$ cat config.mk
export PLATFORM = sky130hd
export DESIGN_NAME = sipo_deser
export DESIGN_NICKNAME = d
export VERILOG_FILES = /design/src/rtl/sipo_deser_pkg.sv /design/src/rtl/sipo_shift_core.sv /design/src/rtl/sipo_deser.sv
export SDC_FILE = /design/constraint.sdc
export NUM_CORES = 1
export LEC_CHECK = 0
export ABC_AREA = 0
export CAP_MARGIN = 20
export CORE_MARGIN = 2
export CORE_UTILIZATION = 25
export CTS_BUF_LIST = sky130_fd_sc_hd__clkbuf_2
export DETAILED_ROUTE_END_ITERATION = 16
export SYNTH_ARGS = -nofsm -noshare
export SYNTH_HDL_FRONTEND = slang
export SYNTH_HIERARCHICAL = 1
export SYNTH_SLANG_ARGS = --single-unit
export TNS_END_PERCENT = 100
$ cat constraint.sdc
create_clock -name clk -period 2.65 [get_ports clk]
set_input_delay 0.3975 -clock clk [delete_from_list [all_inputs] [get_ports clk]]
set_output_delay 0.3975 -clock clk [all_outputs]
set_load 0.02 [all_outputs]
$ cat src/rtl/sipo_deser_pkg.sv
// Shared constants for the 4-bit PISO/SIPO serial link.
// Both ends import this so the word width stays in agreement.
package sipo_deser_pkg;

    localparam logic [0:0] ST_IDLE  = 1'b0;
    localparam logic [0:0] ST_SHIFT = 1'b1;

    localparam int SER_WIDTH = 4;

    function automatic int cnt_bits(input int w);
        return $clog2(w + 1);
    endfunction

endpackage

$ cat src/rtl/sipo_shift_core.sv
// Shift register, bit counter and word-completion strobe.
// done_o/word_o are valid in the cycle the last bit is sampled.
module sipo_shift_core
    import sipo_deser_pkg::*;
#(
    parameter int WIDTH     = SER_WIDTH,
    parameter int LSB_FIRST = 1
) (
    input  logic             clk,
    input  logic             rst,
    input  logic             se_in,
    input  logic             se_vld,
    input  logic             clr,
    output logic             done_o,
    output logic [WIDTH-1:0] word_o,
    output logic             busy_o
);

    localparam int CW = cnt_bits(WIDTH);

    logic [WIDTH-1:0] sh_q, sh_d, shifted;
    logic [CW-1:0]    cnt_q, cnt_d;
    logic [0:0]       st_q, st_d;

    assign shifted = (LSB_FIRST != 0) ? {se_in, sh_q[WIDTH-1:1]}
                                      : {sh_q[WIDTH-2:0], se_in};

    always_comb begin
        sh_d   = sh_q;
        cnt_d  = cnt_q;
        st_d   = st_q;
        done_o = 1'b0;
        if (clr) begin
            sh_d  = '0;
            cnt_d = '0;
            st_d  = ST_IDLE;
        end else if (se_vld) begin
            sh_d = shifted;
            if (cnt_q == CW'(WIDTH - 1)) begin
                done_o = 1'b1;
                cnt_d  = '0;
                st_d   = ST_IDLE;
            end else begin
                cnt_d = cnt_q + CW'(1);
                st_d  = ST_SHIFT;
            end
        end
    end

    assign word_o = shifted;
    assign busy_o = (st_q == ST_SHIFT);

    always_ff @(posedge clk or negedge rst) begin
        if (!rst) begin
            sh_q  <= '0;
            cnt_q <= '0;
            st_q  <= ST_IDLE;
        end else begin
            sh_q  <= sh_d;
            cnt_q <= cnt_d;
            st_q  <= st_d;
        end
    end

endmodule

$ cat src/rtl/sipo_deser.sv
// Serial-in parallel-out deserializer with a one-entry output
// holding register, valid/ready handshake and sticky overrun.
module sipo_deser
    import sipo_deser_pkg::*;
#(
    parameter int WIDTH     = SER_WIDTH,
    parameter int LSB_FIRST = 1
) (
    input  logic             clk,
    input  logic             rst,
    input  logic             se_in,
    input  logic             se_vld,
    input  logic             clr,
    output logic [WIDTH-1:0] pa_out,
    output logic             pa_valid,
    input  logic             pa_ready,
    output logic             busy,
    output logic             overrun
);

    logic             done;
    logic [WIDTH-1:0] word;
    logic             busy_q;

    logic [WIDTH-1:0] pa_q, pa_d;
    logic             vld_q, vld_d;
    logic             ovr_q, ovr_d;
    logic             drain;

    sipo_shift_core #(
        .WIDTH     (WIDTH),
        .LSB_FIRST (LSB_FIRST)
    ) u_core (
        .clk    (clk),
        .rst    (rst),
        .se_in  (se_in),
        .se_vld (se_vld),
        .clr    (clr),
        .done_o (done),
        .word_o (word),
        .busy_o (busy_q)
    );

    assign drain = vld_q & pa_ready;

    // A completion may refill the slot on the same edge it drains.
    always_comb begin
        pa_d  = pa_q;
        vld_d = vld_q;
        ovr_d = ovr_q;
        if (drain) begin
            vld_d = 1'b0;
        end
        if (done) begin
            if (!vld_q || drain) begin
                pa_d  = word;
                vld_d = 1'b1;
            end else begin
                ovr_d = 1'b1;
            end
        end
        if (clr) begin
            ovr_d = 1'b0;
        end
    end

    always_ff @(posedge clk or negedge rst) begin
        if (!rst) begin
            pa_q  <= '0;
            vld_q <= 1'b0;
            ovr_q <= 1'b0;
        end else begin
            pa_q  <= pa_d;
            vld_q <= vld_d;
            ovr_q <= ovr_d;
        end
    end

    assign pa_out   = pa_q;
    assign pa_valid = vld_q;
    assign overrun  = ovr_q;
    assign busy     = busy_q;

endmodule

; Word level (Yosys, flattened, before mapping)
; Index checks and enable logic that the tools add are counted.
[word_totals]
in_bits = 6
ff_bits = 14
[op_classes]
addsub = 1
n_mux = 17
n_reduce_logical = 6
bitwise = 1
eq_ne = 2
[ops]
columns = operator, n
row1 = $mux 1, 12
row2 = $mux 3, 3
row3 = $mux 4, 2
row4 = $reduce_and 2->1, 2
row5 = $reduce_bool 2->1, 2
row6 = $add 3x1->3 const B, 1
row7 = $eq 3x2->1 const B, 1
row8 = $ne 2x2->1 const B, 1
row9 = $and 1x1->1, 1
row10 = $logic_not 1->1, 1
row11 = $logic_or 1x1->1, 1

; Longest topological paths before layout
; Gate-level depths: netlist of run 1.
[logic_depth]
word_depth = 6
depth_mapped = 5

; Modules after synthesis
; Netlist of run 1, hierarchy kept.
[modules_own_cells]
columns = mod, instances, cells_per_inst, seq_area_each_um2, area_per_inst_um2
row1 = sipo_shift_core, 1, 29, 175.2, 347.8
row2 = sipo_deser, 1, 16, 150.1, 256.5

; Worst setup path after synthesis of run 1
; OpenSTA, ideal clock, no wires.
[synth_timing]
path_type = register to register
start = register u_core.cnt_q[0]
end = register pa_q[3] (netlist: pa_out[3])
path_slack_ps = 1164
required_time_ps = 2525
path_stages_with_launch = 6
synth_period_minus_slack_ps = 1486
arrival_time_ps = 1361
cell_sequence = dfrtp_1 ha_1 nand2_1 nor3_1 nand2_4 mux2_4
[synth_via]
elab_chain_len = 5
[synth_lines]
columns = element, line
row1 = start: declaration, sipo_shift_core.sv:22  ; logic [CW-1:0] cnt_q, cnt_d;
row2 = start signal: assignment, sipo_shift_core.sv:60  ; cnt_q <= cnt_d;
row3 = $eq 3x2->1, sipo_shift_core.sv:39  ; if (cnt_q == CW'(WIDTH - 1)) begin
row4 = $mux 1, sipo_shift_core.sv:39
row5 = $mux 1, sipo_shift_core.sv:37  ; end else if (se_vld) begin
row6 = $mux 1, sipo_shift_core.sv:33  ; if (clr) begin
row7 = named net done, sipo_deser.sv:21  ; logic done;
row8 = $reduce_and 2->1 (no source line), --
row9 = end signal: assignment, sipo_deser.sv:73  ; pa_q <= pa_d;
row10 = end: declaration, sipo_deser.sv:25  ; logic [WIDTH-1:0] pa_q, pa_d;
; The timed path passes the listed nets, and every way through them passes these cells.
; A chain may end at the register's enable or synchronous reset.

; Worst setup path in the final report of run 1
[layout_timing]
start = input port clr
end = register pa_q[2] (netlist: pa_out[2])
[layout_via]
elab_chain_len = 2
[layout_lines]
columns = element, line
row1 = start: declaration, sipo_deser.sv:13  ; input logic clr,
row2 = $mux 1, sipo_shift_core.sv:33
row3 = named net done, sipo_deser.sv:21
row4 = $reduce_and 2->1 (no source line), --
; The timed path passes the listed nets, and every way through them passes these cells.

==> run_results.csv, run 1 <==
group,metric,value,unit
sta,setup_tns,0,ps
synth,synth_seq_cells,13,
power,leakage,0.3772,nW
layout,design_area,763.2,um^2
placed_design,io_buffers,12,
clocking,cts_sinks,13,
clocking,cts_setup_buffers,0,
worst_setup_path,critPathMaxFanout,9,
floorplanning,core_region_area,2255,um^2
routing,drt_iter0_markers,1,
clocking,clock_latency,260,ps
sta,slew-limit-headroom,0.6046,
synth,ys_types,20,
layout,layout.nets,67,
routing,drt_wl_total,1086,um
sta,tightest_slew,591.2,ps
routing,drc_errors,0,
sta,setup_violations,0,
synth,netlist_area,604.3,um^2
global_routing,grt-ovfl-total,0,
layout,drive_gt1_frac,0.2542,
global_routing,grt_usage,0.09450,
clocking,clkTransAtPathRegs,120,ps
layout,fin_util,0.3385,
worst_setup_path,crit_required,2810,ps
floorplanning,fp.dieW,53.17,um
worst_setup_path,critPathCaptureType,"flip-flop",
clocking,holdBufCountCts,0,
sta,rsz0062_at_grt,"false",
clocking,clk_path_buf_depth,2,
global_routing,grt_max_degree,14,
sta,hold_viol,0,
floorplanning,initial_core_util,0.2680,
routing,ant_nets,0,
worst_setup_path,reg2reg_depth,5,
clocking,cts_buffers,3,
routing,avgRoutedWirePerCell,12.48,um
sta,fin_crit_sh,0.6759,
power,power_density,482.6,nW/um^2
global_routing,antenna_found_initial,0,
synth,yosysWarnings,6,
layout,area_growth,26.29,%
synth,ys_seq_area_frac,0.5383,
layout,fillCellCount,238,
worst_setup_path,r2r_slack,1010,ps
sta,timing.hold.ws,498.0,ps
clocking,clock_tree.root_cell,"clkbuf_2",
placed_design,dp_cells,83,
outcome,outcome,"finished clean",
sta,drv_slew,0,
sta,period_needed,1791,ps
floorplanning,num_rows,17,
power,vdd_drop_max,0.0002280,V
global_routing,grt_pass1_vias,422,
sta,fin_skew,1.785,ps
clocking,cts_resized,0,
placed_design,detailed_place_hpwl,780.9,um
worst_hold_path,hold_path.class,"input pin to asynchronous set/reset pin",
synth,syn_nets,52,
floorplanning,dieArea,2827,um^2
synth,syn-instance-count,45,
layout,insertedDiodeCount,0,
placed_design,dpl_cell_area,743.2,um^2
worst_setup_path,crit_type,"input pin to flip-flop",
synth,avgSynthCellArea,13.43,um^2
layout,finalNonFillerCells,87,
global_routing,grt_pass1_wl,1932,um
routing,vias,367,
placed_design,place_congestion,0.7401,
clocking,cts_tree,"yes",
floorplanning,io_pins,13,
worst_setup_path,cp.arrival,1950,ps
floorplanning,die_h,53.17,um
worst_setup_path,worst_setup_path_start_kind,"input pin",
routing,vias_per_cell,4.218,
clocking,htree_levels,1,
routing,firstDrtPassIters,3,
job,drv_cap,0,
sta,fmax,558.3,MHz
## state kept, by name, indices dropped and copies added, names as in the netlist
| signal | cells |
|---|---|
| pa_valid | 1 |
| u_core/busy_o | 1 |
| u_core/cnt_q | 3 |
| overrun | 1 |
| u_core/sh_q | 3 |
| pa_out | 4 |
## layout by cell type (no fill, tap or decap)
master	instances
mux2_4	4
nand3_1	1
nand2_1	1
a21oi_2	2
buf_4	1
nor2_1	5
inv_1	1
mux2i_1	4
nand3b_1	1
ha_1	1
dfrtp_1	13
or2b_1	1
a31oi_1	1
nor3_1	1
nand2_4	1
and3b_1	1
clkbuf_2	4
nand2b_1	1
nand2b_4	3
clkdlybuf4s50_1	12
## worst paths after layout
path | start | endpoint
setup / recovery | clr | pa_out[2]
hold / removal | rst | pa_out[3]
setup reg to reg | u_core/cnt_q[0] | pa_out[2]
hold reg to reg | overrun | overrun
max in group asynchronous | rst | u_core/busy_o
min in group clk | overrun | overrun
## kinds of logic after synthesis
group	after synthesis	share of synthesized area
buffers and inverters	4	0.04554
muxes	8	0.1656
and+or+nand+nor	16	0.1905
AOI/OAI and AO/OA	3	0.03935
DFF	13	0.5383
adders and majority gates	1	0.02070
## Yosys cell counts
cell type / n / share of area
nand2b_1: 1 / 0.010
nand3_1: 1 / 0.0083
a21oi_2: 2 / 0.029
clkbuf_2: 1 / 0.0083
nor2_1: 5 / 0.031
a31oi_1: 1 / 0.010
or2b_1: 1 / 0.012
nor3_1: 1 / 0.0083
nand2_1: 1 / 0.0062
inv_1: 1 / 0.0062
buf_6: 1 / 0.019
nand2b_4: 3 / 0.068
mux2i_1: 4 / 0.066
and3b_1: 1 / 0.014
dfrtp_1: 13 / 0.54
nand3b_1: 1 / 0.012
nand2_4: 1 / 0.019
buf_4: 1 / 0.012
mux2_4: 4 / 0.099
ha_1: 1 / 0.021
## metrics by stage
step	power, mW	setup slack (ps)
2_1_floorplan	0.2475	1164
3_3_place_gp	0.2712	607.5
3_5_place_dp	0.2712	580.1
4_1_cts	0.3761	878.8
5_1_grt	0.3909	766.4
6_report	0.3683	858.7
## power by group
part | switching, mW | leakage [nW] | total [mW] | internal [mW]
Combinational | 0.0242 | 0.183 | 0.0537 | 0.0295
Sequential | 0.00679 | 0.177 | 0.214 | 0.207
Clock | 0.0610 | 0.0166 | 0.101 | 0.0401
Total | 0.0920 | 0.377 | 0.368 | 0.276
## worst max-delay path, stage by stage
cell and delay, ps:
clkdlybuf4s50_1 580, nor3_1 510, nand2_4 130, mux2_4 320
## per-layer routing
metal	GRT usage	routed length, um
met5	0	0
met2	0.1375	517
met1	0.1317	537
met3	0.02542	30
met4	0.03846	0
## layout make-up
type	count	area (um^2)	share of cell area
sequential	13	325.3	0.4262
multi-input combinational	28	251.5	0.3295
timing repair buffer	13	127.6	0.1672
tap	28	35.03	0.04590
clock buffer	4	20.02	0.02623
inverter	1	3.754	0.004918
Note: power is estimated with default switching activity, not from simulation.
==> run 2, diff against run 1 <==
clock period = 1.8 ns   (was 2.65 ns; I/O delays follow)
==> run 2 against run 1 <==
Against the previous run:
- cell count is 2.3% higher
- clock power up 46%
- power increased by 47%
- register-to-register slack got worse by 680 ps
- via count increased by 2.5%
- global-route usage down 0.80 points
- flip-flop and latch count stayed put
- utilization up 0.67 points
- combinational power grew 49%
- largest power group unchanged
==> run_results.csv, run 2 (synthesis results as in run 1) <==
group,metric,value,unit
layout,multi_input_area,251.5,um^2
placed_design,place_congestion,0.6110,
floorplanning,fp.dieW,53.17,um
routing,avgRoutedWirePerCell,11.16,um
sta,rsz0062_at_grt,"false",
worst_setup_path,critPathMaxFanout,3,
layout,layout.nets,69,
worst_hold_path,hold_path.class,"input pin to asynchronous set/reset pin",
layout,layout_common_cells,"dfrtp_1, clkdlybuf4s50_1, nor2_1",
global_routing,grt_pass1_wl,1752,um
routing,vias,376,
clocking,clock_latency,250,ps
worst_setup_path,critPathCapture,"pa_valid",
floorplanning,dieArea,2827,um^2
sta,fin_crit_sh,0.8733,
placed_design,io_buffers,12,
worst_setup_path,path_buf_inv,1,
clocking,cts_buffers,3,
worst_setup_path,critPathCaptureType,"primary output",
clocking,clk_path_buf_depth,2,
clocking,clkTransAtPathRegs,120,ps
placed_design,dp_cells,85,
floorplanning,initial_core_util,0.2680,
clocking,holdBufCountCts,0,
global_routing,grt_usage,0.08646,
routing,drt_wl_total,993,um
global_routing,antenna_found_initial,0,
worst_setup_path,cp_num_cells,1,
clocking,clock_tree.root_cell,"clkbuf_2",
worst_setup_path,rr_endpoint,"pa_out[3]",
clocking,htree_levels,1,
placed_design,dpl_cell_area,758.2,um^2
global_routing,grt_max_degree,14,
floorplanning,io_pins,13,
sta,fin_skew,3.991,ps
power,total_power,0.5404,mW
worst_setup_path,worst_setup_path_start_kind,"flip-flop",
layout,area_growth,28.78,%
worst_setup_path,crit_required,1530,ps
power,vdd_drop_max,0.0003836,V
layout,design_area,778.2,um^2
sta,period_needed,1572,ps
outcome,outcome,"finished clean",
global_routing,grt-ovfl-total,0,
routing,drt_iter0_markers,3,
layout,fillCellCount,245,
floorplanning,die_h,53.17,um
routing,ant_nets,0,
clocking,cts_resized,0,
sta,hold_viol,0,
layout,largest_register_ffs,4,
routing,drc_errors,0,
worst_setup_path,crit_type,"flip-flop to primary output",
worst_setup_path,cp_slowest_cell,"clkdlybuf4s50_1",
clocking,cts_setup_buffers,0,
clocking,cts_tree,"yes",
worst_setup_path,startpoint,"pa_valid",
sta,setup_violations,0,
routing,vias_per_cell,4.225,
worst_setup_path,r2r_start,"u_core/cnt_q[0]",
sta,timing.hold.ws,376.6,ps
layout,area.sequential,325.3,um^2
sta,fmax,636.1,MHz
floorplanning,core_region_area,2255,um^2
sta,tightest_slew,589.4,ps
layout,insertedDiodeCount,0,
placed_design,detailed_place_hpwl,774.8,um
job,drv_cap,0,
floorplanning,num_rows,17,
worst_setup_path,cp_cell_sequence,"clkdlybuf4s50_1",
layout,finalNonFillerCells,89,
layout,drive_gt1_frac,0.2787,
sta,setup_tns,0,ps
worst_setup_path,r2r_slack,330,ps
sta,slew-limit-headroom,0.6059,
worst_setup_path,slowest_delay,620,ps
clocking,cts_sinks,13,
worst_setup_path,reg2reg_depth,6,
routing,firstDrtPassIters,3,
power,leakage,0.3875,nW
worst_setup_path,path_delay_family,"buffers and inverters",
power,power_density,694.4,nW/um^2
layout,layout_commonest_cell,"dfrtp_1",
sta,drv_slew,0,
worst_setup_path,cp.arrival,1300,ps
global_routing,grt_pass1_vias,395,
## run 2: changes by cell type in the layout (fill, tap and decap cells not counted)
cell,previous run,this run
buf_4,1,3
## run 2: layout make-up
class | instances | share of cell area
inverters | 1 | 0.004823
repair buffers | 15 | 0.1833
multi-input cells | 28 | 0.3232
clock buffers | 4 | 0.02572
flip-flops and latches | 13 | 0.4180
well taps | 28 | 0.04502
## run 2: report_power, final
part	internal (mW)	switching, mW
Combinational	0.0448	0.0352
Sequential	0.304	0.00946
Clock	0.0590	0.0875
## run 2: worst min path at each step
| stage | slack [ps] | cells after the start | startpoint | end |
|---|---|---|---|---|
| 5_1_grt | 370 | 1 | rst | pa_out[0] |
| 4_1_cts | 380 | 1 | rst | u_core/sh_q[1] |
| 2_1_floorplan | -30 | 0 | rst | overrun |
| 6_report | 380 | 1 | rst | pa_out[1] |
| 3_5_place_dp | 500 | 1 | pa_out[3] | pa_out[3] |
| 3_3_place_gp | 480 | 2 | overrun | overrun |
## run 2: per-layer routing
metal	GRT usage	part of all wire	vias up
li1	-	-	184
met1	0.1164	0.51	185
met2	0.1333	0.47	7
met3	0.03390	0.018	0
met4	0.01282	0	0
met5	0	0	-
## run 2: through the flow
stage,utilization,worst slack [ps]
after global placement,0.3363,185.6
after floorplan,-,314.1
after detailed placement,0.3363,176.1
final,0.3452,228.0
after global routing,0.3452,136.3
after CTS,0.3452,206.1
==> run 3, diff against run 2 <==
GPL_ROUTABILITY_DRIVEN = 1   (was unset)
==> results of run 3 <==
No change in the layout: final DEF, timing and power equal those of run 2.
==> variant (config.mk and constraints of run 1) <==
Put one more register stage on the output `overrun`. The value now appears one clock later. The other outputs are not delayed to match.
--- a/src/rtl/sipo_deser.sv
+++ b/src/rtl/sipo_deser.sv
@@ -80,3 +80,5 @@
     assign pa_valid = vld_q;
-    assign overrun  = ovr_q;
+    always_ff @(posedge clk) begin
+        overrun <= ovr_q;
+    end
     assign busy     = busy_q;
Check against the original RTL: not equivalent (Yosys sat finds a counterexample within 10 cycles, from zero or initial values and one cycle with rst low).
==> variant against run 1 <==
Sequential power is 7% higher. Total power increased by 3.4%. Design area increased by 2.8%. Non-clock buffer count unchanged. Routed wire length fell by 7.3%. Area after synthesis up 3.3%. Clock skew is essentially flat. Final cell count up 3.4%. Register-to-register slack improved by 0.03 ns. Worst setup slack better by 0.039 ns. Hold slack lost 0.10 ns. Sequential cell count increased by 1. Sequential share of layout area grew 1.4 points. Critical endpoint is now pa_valid.
==> variant: results (changes against run 1) <==
- Synthesized net count: 53 (+1.9%)
- First-pass GRT wire length: 1.70 mm (-12%)
- Dpl cell area: 766 um^2 (+3.0%)
- Status: completed
- GRT Util Overall: 8.84% (-0.61 points)
- CP Max Fanout: 3 (-6)
- Worst-skew pair later-pin latency: 0.28 ns (+0.02 ns)
- P_leak: 0.000383 uW (+1.4%)
- Vias: 364 (-0.82%)
- Slew headroom: 60.7% (+0.22 points)
- Layout cells sized above 1: 23.3% (-2.1 points)
- CP Data Arrival Time: 1.36 ns (-0.59 ns)
- Synth area leaders: dfrtp_1 52%, mux2_4 9.6%, nand2b_4 6.6%, mux2i_1 6.4%, dfxtp_1 3.2%
- Final RePlAce weighted congestion: 0.698 (-5.7%)
- DR pass1 iterations: 2 (-1)
- Synth top area share: 52.1% (-1.7 points)
- Placed insts: 86 (+3.6%)
- Fin nets: 68 (+1.5%)
- Met1 usage: 11.4% (-1.8 points)
- Syn_area_per_cell: 13.6 um^2 (+1.1%)
- Post-DP HPWL: 756 um (-3.1%)
- Fin Clk Skew: 0.00194 ns (+0.000154 ns)
- Async set or reset register ratio after synthesis: 92.9% (-7.1 points)
- Drt total wl: 1.01 mm (-7.3%)
- Slowest stage delay, CP: 0.63 ns (+0.05 ns)
- CP top delay family: buffers and inverters
- Sw Ratio: 25.5% (+0.50 points)
- Number of global-route vias before repair: 379 (-10%)
-- variant: changes by cell type after synthesis, sizes merged --
cell   change
dfxtp      +1
-- variant: metal layers --
metal | routed length, um | part of all wire, % | vias up
met4 | 36 | 3.6 | 0
met3 | 43 | 4.3 | 4
met1 | 483 | 48 | 168
met5 | 0 | 0 | -
met2 | 444 | 44 | 11
li1 | - | - | 181
-- variant: cells by family (layout without fill, tap and decap cells) --
| group | Yosys count | in the layout | share of synthesized area [%] |
|---|---|---|---|
| AND/OR/NAND/NOR | 16 | 16 | 18.4 |
| flip-flops | 14 | 14 | 55.3 |
| multiplexers | 8 | 8 | 16.0 |
| buffers and inverters | 4 | 18 | 4.41 |
| AO/OA/AOI/OAI | 3 | 3 | 3.81 |
| adder cells (fa/ha/maj) | 1 | 1 | 2.00 |
-- variant: path summary, 6_finish.rpt --
path	from	slack, ns	to
worst max-delay path	pa_valid$_DFF_PN0_	0.90	pa_valid
worst max register to register	u_core/cnt_q[0]$_DFFE_PN0P_	1.04	pa_out[3]$_DFFE_PN0P_
worst min register to register	ovr_q$_DFFE_PN0P_	0.39	overrun$_DFF_P_
max in group asynchronous	rst	1.80	ovr_q$_DFFE_PN0P_
worst min-delay path	ovr_q$_DFFE_PN0P_	0.39	overrun$_DFF_P_
min in group asynchronous	rst	0.48	pa_out[0]$_DFFE_PN0P_
-- variant: final cells by class --
class	instances	area (um^2)
multi-input combinational	28	251
sequential	14	345
tap	30	37.5
clock buffer	3	15.0
fill	245	1630
inverter	1	3.75
timing repair buffer	13	128
clock inverter	1	3.75
-- variant: power by group through the flow --
| stage | clock network (uW) | logic (uW) | registers [uW] |
|---|---|---|---|
| after floorplan | 0 | 25.2 | 238 |
| after global placement | 0 | 53.3 | 232 |
| after detailed placement | 0 | 53.4 | 233 |
| after CTS | 107 | 53.8 | 229 |
| after global routing | 120 | 57.8 | 230 |
| final | 100 | 52.6 | 228 |
-- variant: stage by stage --
| stage | utilization [%] | hold WS, ns | setup WS, ns |
|---|---|---|---|
| floorplan | - | 0.102 | 1.17 |
| global placement | 31.8 | 0.359 | 0.625 |
| detailed placement | 31.8 | 0.361 | 0.623 |
| CTS | 32.6 | 0.397 | 0.875 |
| global route | 32.6 | 0.403 | 0.815 |
| finish | 32.6 | 0.394 | 0.897 |
